### config.mk
export PLATFORM = sky130hd
export DESIGN_NAME = if_id_decode_reg_flat
export DESIGN_NICKNAME = d
export VERILOG_FILES = /design/src/rtl/if_id_decode_reg_if.sv /design/src/rtl/if_id_decode_reg.sv /design/src/flat_wrapper.sv
export SDC_FILE = /design/constraint.sdc
export NUM_CORES = 1
export LEC_CHECK = 0
export CAP_MARGIN = 20
export CORE_UTILIZATION = 38
export CTS_BUF_LIST = sky130_fd_sc_hd__clkbuf_16
export CTS_CLUSTER_SIZE = 10
export DETAILED_ROUTE_END_ITERATION = 6
export PLACE_DENSITY = 0.79
export SLEW_MARGIN = 10
export SYNTH_ARGS = -nofsm -noshare
export SYNTH_HDL_FRONTEND = slang
export SYNTH_SLANG_ARGS = --single-unit
### constraint.sdc
create_clock -name clk -period 1.3 [get_ports clk]
set_input_delay 0.195 -clock clk [delete_from_list [all_inputs] [get_ports clk]]
set_output_delay 0.195 -clock clk [all_outputs]
set_load 0.05 [all_outputs]
### src/rtl/if_id_decode_reg_if.sv
// IF/ID stage bus: fetch-side inputs and registered ID-side outputs.
interface if_id_decode_reg_if;
  logic        stall;
  logic        flush;
  logic        valid_in;
  logic [31:0] pc_in;
  logic [31:0] inst_in;
  logic        valid_out;
  logic [31:0] pc_out;
  logic [31:0] inst_out;
  logic [2:0]  imm_sel;
  logic [4:0]  rd;
  logic [4:0]  rs1;
  logic [4:0]  rs2;
  logic        illegal;

  modport master (
    output stall, flush, valid_in, pc_in, inst_in,
    input  valid_out, pc_out, inst_out, imm_sel, rd, rs1, rs2, illegal
  );

  modport slave (
    input  stall, flush, valid_in, pc_in, inst_in,
    output valid_out, pc_out, inst_out, imm_sel, rd, rs1, rs2, illegal
  );
endinterface

### src/rtl/if_id_decode_reg.sv
// IF/ID pipeline register for RV32I with immediate-format pre-decode.
// Flush beats stall; reset beats both.
module if_id_decode_reg #(
  parameter logic [31:0] NOP_INST = 32'h0000_0013,
  parameter logic [31:0] RESET_PC = 32'h0000_0000
) (
  input  logic               clk,
  input  logic               rst,
  if_id_decode_reg_if.slave  bus
);
  localparam int unsigned XLEN  = 32;
  localparam int unsigned SELW  = 3;

  localparam logic [6:0] OPC_OP_IMM = 7'b0010011;
  localparam logic [6:0] OPC_LOAD   = 7'b0000011;
  localparam logic [6:0] OPC_JALR   = 7'b1100111;
  localparam logic [6:0] OPC_SYSTEM = 7'b1110011;
  localparam logic [6:0] OPC_STORE  = 7'b0100011;
  localparam logic [6:0] OPC_BRANCH = 7'b1100011;
  localparam logic [6:0] OPC_JAL    = 7'b1101111;
  localparam logic [6:0] OPC_LUI    = 7'b0110111;
  localparam logic [6:0] OPC_AUIPC  = 7'b0010111;
  localparam logic [6:0] OPC_OP     = 7'b0110011;
  localparam logic [6:0] OPC_FENCE  = 7'b0001111;

  localparam logic [SELW-1:0] IMM_NONE  = 3'b000;
  localparam logic [SELW-1:0] IMM_J     = 3'b001;
  localparam logic [SELW-1:0] IMM_B     = 3'b010;
  localparam logic [SELW-1:0] IMM_I     = 3'b011;
  localparam logic [SELW-1:0] IMM_S     = 3'b100;
  localparam logic [SELW-1:0] IMM_U     = 3'b101;
  localparam logic [SELW-1:0] IMM_SHAMT = 3'b111;

  logic            valid_q,   valid_d;
  logic [XLEN-1:0] pc_q,      pc_d;
  logic [XLEN-1:0] inst_q,    inst_d;
  logic [SELW-1:0] imm_sel_q, imm_sel_d;
  logic            illegal_q, illegal_d;

  logic [SELW-1:0] dec_imm_sel;
  logic            dec_illegal;
  logic [6:0]      opc;
  logic [2:0]      f3;

  assign opc = bus.inst_in[6:0];
  assign f3  = bus.inst_in[14:12];

  // Format decode of the incoming word; low bits != 2'b11 fall to default.
  always_comb begin
    dec_imm_sel = IMM_NONE;
    dec_illegal = 1'b0;
    case (opc)
      OPC_OP_IMM:                     dec_imm_sel = (f3 == 3'b001 || f3 == 3'b101) ? IMM_SHAMT : IMM_I;
      OPC_LOAD, OPC_JALR, OPC_SYSTEM: dec_imm_sel = IMM_I;
      OPC_STORE:                      dec_imm_sel = IMM_S;
      OPC_BRANCH:                     dec_imm_sel = IMM_B;
      OPC_JAL:                        dec_imm_sel = IMM_J;
      OPC_LUI, OPC_AUIPC:             dec_imm_sel = IMM_U;
      OPC_OP, OPC_FENCE:              dec_imm_sel = IMM_NONE;
      default:                        dec_illegal = 1'b1;
    endcase
  end

  // Next-state selection: flush, then hold on stall, then capture.
  always_comb begin
    valid_d   = valid_q;
    pc_d      = pc_q;
    inst_d    = inst_q;
    imm_sel_d = imm_sel_q;
    illegal_d = illegal_q;
    if (bus.flush) begin
      valid_d   = 1'b0;
      pc_d      = RESET_PC;
      inst_d    = NOP_INST;
      imm_sel_d = IMM_I;
      illegal_d = 1'b0;
    end else if (!bus.stall) begin
      pc_d = bus.pc_in;
      if (bus.valid_in) begin
        valid_d   = 1'b1;
        inst_d    = bus.inst_in;
        imm_sel_d = dec_imm_sel;
        illegal_d = dec_illegal;
      end else begin
        valid_d   = 1'b0;
        inst_d    = NOP_INST;
        imm_sel_d = IMM_I;
        illegal_d = 1'b0;
      end
    end
  end

  always_ff @(posedge clk) begin
    if (rst) begin
      valid_q   <= 1'b0;
      pc_q      <= RESET_PC;
      inst_q    <= NOP_INST;
      imm_sel_q <= IMM_I;
      illegal_q <= 1'b0;
    end else begin
      valid_q   <= valid_d;
      pc_q      <= pc_d;
      inst_q    <= inst_d;
      imm_sel_q <= imm_sel_d;
      illegal_q <= illegal_d;
    end
  end

  assign bus.valid_out = valid_q;
  assign bus.pc_out    = pc_q;
  assign bus.inst_out  = inst_q;
  assign bus.imm_sel   = imm_sel_q;
  assign bus.illegal   = illegal_q;
  assign bus.rd        = inst_q[11:7];
  assign bus.rs1       = inst_q[19:15];
  assign bus.rs2       = inst_q[24:20];
endmodule

### src/flat_wrapper.sv
// flat-port wrapper written by rule: the top's interface ports become plain ports
module if_id_decode_reg_flat 
#(
  parameter logic [31:0] NOP_INST = 32'h0000_0013,
  parameter logic [31:0] RESET_PC = 32'h0000_0000
)
  (clk, rst, bus_stall, bus_flush, bus_valid_in, bus_pc_in, bus_inst_in, bus_valid_out, bus_pc_out, bus_inst_out, bus_imm_sel, bus_rd, bus_rs1, bus_rs2, bus_illegal);
  if_id_decode_reg_if bus_i ();
  input  logic clk;
  input  logic rst;
  input wire logic [$bits(bus_i.stall)-1:0] bus_stall;
  input wire logic [$bits(bus_i.flush)-1:0] bus_flush;
  input wire logic [$bits(bus_i.valid_in)-1:0] bus_valid_in;
  input wire logic [$bits(bus_i.pc_in)-1:0] bus_pc_in;
  input wire logic [$bits(bus_i.inst_in)-1:0] bus_inst_in;
  output wire logic [$bits(bus_i.valid_out)-1:0] bus_valid_out;
  output wire logic [$bits(bus_i.pc_out)-1:0] bus_pc_out;
  output wire logic [$bits(bus_i.inst_out)-1:0] bus_inst_out;
  output wire logic [$bits(bus_i.imm_sel)-1:0] bus_imm_sel;
  output wire logic [$bits(bus_i.rd)-1:0] bus_rd;
  output wire logic [$bits(bus_i.rs1)-1:0] bus_rs1;
  output wire logic [$bits(bus_i.rs2)-1:0] bus_rs2;
  output wire logic [$bits(bus_i.illegal)-1:0] bus_illegal;
  assign bus_i.stall = bus_stall;
  assign bus_i.flush = bus_flush;
  assign bus_i.valid_in = bus_valid_in;
  assign bus_i.pc_in = bus_pc_in;
  assign bus_i.inst_in = bus_inst_in;
  assign bus_valid_out = bus_i.valid_out;
  assign bus_pc_out = bus_i.pc_out;
  assign bus_inst_out = bus_i.inst_out;
  assign bus_imm_sel = bus_i.imm_sel;
  assign bus_rd = bus_i.rd;
  assign bus_rs1 = bus_i.rs1;
  assign bus_rs2 = bus_i.rs2;
  assign bus_illegal = bus_i.illegal;
  if_id_decode_reg #(.NOP_INST(NOP_INST), .RESET_PC(RESET_PC)) u_core (.clk(clk), .rst(rst), .bus(bus_i));
endmodule
==> results of run 1 <==
-- through the flow --
| stage | total power, mW | worst slack (ps) | hold WS, ps | std cells |
|---|---|---|---|---|
| 2_1_floorplan | 2.74 | 191 | 314 | 270 |
| 3_3_place_gp | 3.29 | -298 | 494 | 499 |
| 3_5_place_dp | 3.31 | -404 | 520 | 499 |
| 4_1_cts | 5.81 | 28.4 | 377 | 515 |
| 5_1_grt | 5.96 | 9.24 | 320 | 515 |
| 6_report | 5.77 | 24.4 | 289 | 515 |
-- synthesized netlist by cell type (2+ instances only) --
master                      n
sky130_fd_sc_hd__nor2_1    63
sky130_fd_sc_hd__mux2i_1   32
sky130_fd_sc_hd__o22ai_1    3
sky130_fd_sc_hd__buf_2     10
sky130_fd_sc_hd__nor3_1     2
sky130_fd_sc_hd__nand2_1    8
sky130_fd_sc_hd__a22oi_1   29
sky130_fd_sc_hd__buf_4     17
sky130_fd_sc_hd__inv_1      3
sky130_fd_sc_hd__buf_6      4
sky130_fd_sc_hd__o21ai_0    3
sky130_fd_sc_hd__a31oi_1    2
sky130_fd_sc_hd__a21oi_1    2
sky130_fd_sc_hd__clkbuf_1   6
sky130_fd_sc_hd__dfxtp_1   69
-- registers in the layout (all words and copies together), names as in the netlist --
name / count
u_core.bus.illegal: 1
u_core.bus.valid_out: 1
u_core.bus.inst_out: 32
u_core.bus.pc_out: 32
u_core.bus.imm_sel: 3
-- report_power, final --
part	internal [mW]	switching (mW)
Clock	1.65	0.857
Combinational	0.545	0.477
Sequential	2.17	0.0684
Total	4.37	1.40
-- layer usage --
layer | vias to the layer above | wire [um]
li1 | 1202 | -
met1 | 1188 | 2940
met2 | 108 | 4300
met3 | 18 | 545
met4 | 0 | 195
met5 | - | 0
-- layout make-up --
type,instances,area [um^2]
Timing Repair Buffer,170,2520
Clock inverter,7,80.1
Sequential cell,69,1380
Tap cell,96,120
Fill cell,403,1410
Multi-Input combinational cell,161,1050
Inverter,3,11.3
Clock buffer,9,225
-- cell families after synthesis --
family          share of synthesized area (%)
mux                                      11.9
compound gates                           13.6
simple gates                             13.0
flops                                    51.5
buf+inv                                  9.57
xor+xnor                                0.327
-- path summary, 6_finish.rpt --
check / from / end / depth (start not counted)
hold reg to reg: u_core.bus.imm_sel[0]$_SDFFE_PP1N_ / u_core.bus.imm_sel[0]$_SDFFE_PP1N_ / 2
setup / recovery: bus_inst_in[0] / u_core.bus.illegal$_SDFFE_PP0N_ / 5
hold / removal: bus_inst_in[1] / u_core.bus.inst_out[1]$_SDFFE_PP1N_ / 3
setup reg to reg: u_core.bus.inst_out[16]$_SDFFE_PP0N_ / u_core.bus.inst_out[16]$_SDFFE_PP0N_ / 2
-- what timing repair did --
action | CTS | global route
setup buffers | 0 | 0
pin swaps | 0 | 0
resized for setup | 3 | 3
endpoints found under the setup margin | 1 | 1
-- critical path: stages --
cell	delay [ps]
sky130_fd_sc_hd__clkdlybuf4s50_1	570
sky130_fd_sc_hd__nand3b_4	120
sky130_fd_sc_hd__a2111oi_4	280
sky130_fd_sc_hd__nor2_1	90
sky130_fd_sc_hd__a32o_1	220
==> results.json, run 1 <==
{
  "run_status": "finished, final reports clean",
  "start_util_pct": 39.5,
  "gr-usage-all-layers_pct": 22.4,
  "vias": 2516,
  "synthCells": 270,
  "finish.net_count": 483,
  "cts.root.buffer_cell": "sky130_fd_sc_hd__clkbuf_16",
  "drt-vias-per-instance": 4.89,
  "fin_tns_setup_ps": 0,
  "synthTopCellsByArea": "sky130_fd_sc_hd__dfxtp_1 (52%), sky130_fd_sc_hd__mux2i_1 (12%), sky130_fd_sc_hd__nor2_1 (8.8%), sky130_fd_sc_hd__a22oi_1 (8.1%), sky130_fd_sc_hd__buf_4 (4.8%)",
  "number_of_rows_in_the_core_area": 30,
  "synthDominantCellAreaShare_pct": 51.5,
  "clock_sinks": 69,
  "area_growth_syn_to_layout_pct": 101,
  "total_die_area_mm2": 0.00740,
  "syn-cell-area_mm2": 0.00268,
  "clock_latency_on_the_worst_skew_pair_ps": 320,
  "timing.hold.worst.class": "in2reg",
  "cts_tree": "built",
  "gr-total-overflow": 0,
  "clock_skew_ps": 0,
  "ys_async_sr_fraction_pct": 0,
  "layout_commonest_cell": "sky130_fd_sc_hd__buf_12",
  "synth-seq-cells": 69,
  "grt_setup_unrepaired": "false",
  "cts_buffers": 9,
  "grt_most_used_layer": "met2",
  "fin_crit_sh_pct": 98.1,
  "slew-limit-headroom_pct": 76.1,
  "yosys_top_cell_by_area": "sky130_fd_sc_hd__dfxtp_1",
  "finalWeightedCongestion": 0.830,
  "post_synth.cell_area_avg_um2": 9.93,
  "placed_area_mm2": 0.00507,
  "timing_worst_slew_pin_value_ps": 358,
  "leakagePower_nw": 2.20,
  "post-route-drc-count": 0,
  "timing.critical_path.required_ps": 1510,
  "period_minus_slack_ps": 1280,
  "final_cell_area_mm2": 0.00539,
  "leading_register_cell_type_out_of_synthesis": "sky130_fd_sc_hd__dfxtp_1",
  "grt_util_met3_pct": 7.60,
  "slew_viol_final": 0,
  "grt_pass1_wl_um": 12800,
  "die_height_um": 86,
  "ant_nets": 0,
  "grt_pass1_vias": 2621,
  "clock_tree.htree_level_count": 3,
  "grt_use_met1_pct": 23.7,
  "drt_first_pass_iters": 4,
  "fp.dieW_um": 86,
  "grtUsageMet2_pct": 40.3,
  "crit_path_start_kind": "input port",
  "final_cell_mix": "sky130_fd_sc_hd__buf_12 (86), sky130_fd_sc_hd__dfxtp_1 (69), sky130_fd_sc_hd__nor2_1 (63)",
  "grt_start_max_net_pins": 36,
  "numPortBuffers": 152,
  "fmax_mhz": 784,
  "core_area_mm2": 0.00679,
  "finalHoldViolCount": 0,
  "timing.critical_path.to_type": "register",
  "category_of_the_most_critical_setup_path": "in2reg",
  "clock_pin_slew_of_the_registers_on_the_worst_case_setup_and_hold_paths_ps": 50,
  "num_antenna_cells": 0,
  "synth.yosys.warnings": 0,
  "drt_first_iter_violations": 41,
  "arrival_ps": 1480,
  "count_of_unique_library_cells_instantiated_by_yosys": 32,
  "ir_worst_vdd_v": 0.000784,
  "layout.core_utilization_pct": 79.3,
  "register_to_register_path_setup_slack_ps": 410,
  "synth-edff-count": 0,
  "timing.final.setup_violations": 0,
  "clk_path_buf_depth": 2,
  "seq_area_frac_synth_pct": 51.5,
  "power.density_cell_area_mw_per_mm2": 1070,
  "cap_violations": 0,
  "crit_fanout": 3,
  "postRouteWirelength_um": 7990,
  "initial_antenna_violation_count": 0,
  "post_route_cells_drive_above_1_share_pct": 29.6,
  "hpwl_um": 6070,
  "wl_per_cell_um": 15.5,
  "syn-num-nets": 339,
  "boundaryPins": 153,
  "holdBufCountCts": 0
}
(Power assumes the default switching activity.)
==> inputs of run 2 (changes only) <==
CTS_CLUSTER_DIAMETER = 100   (was default)
==> results of run 2 <==
The final DEF is identical to that of run 1; final timing and power are the same.
==> inputs of run 3 (changes only) <==
CTS_CLUSTER_DIAMETER = default   (was 100)
==> results of run 3 <==
The final DEF is identical to that of run 1; final timing and power are the same.
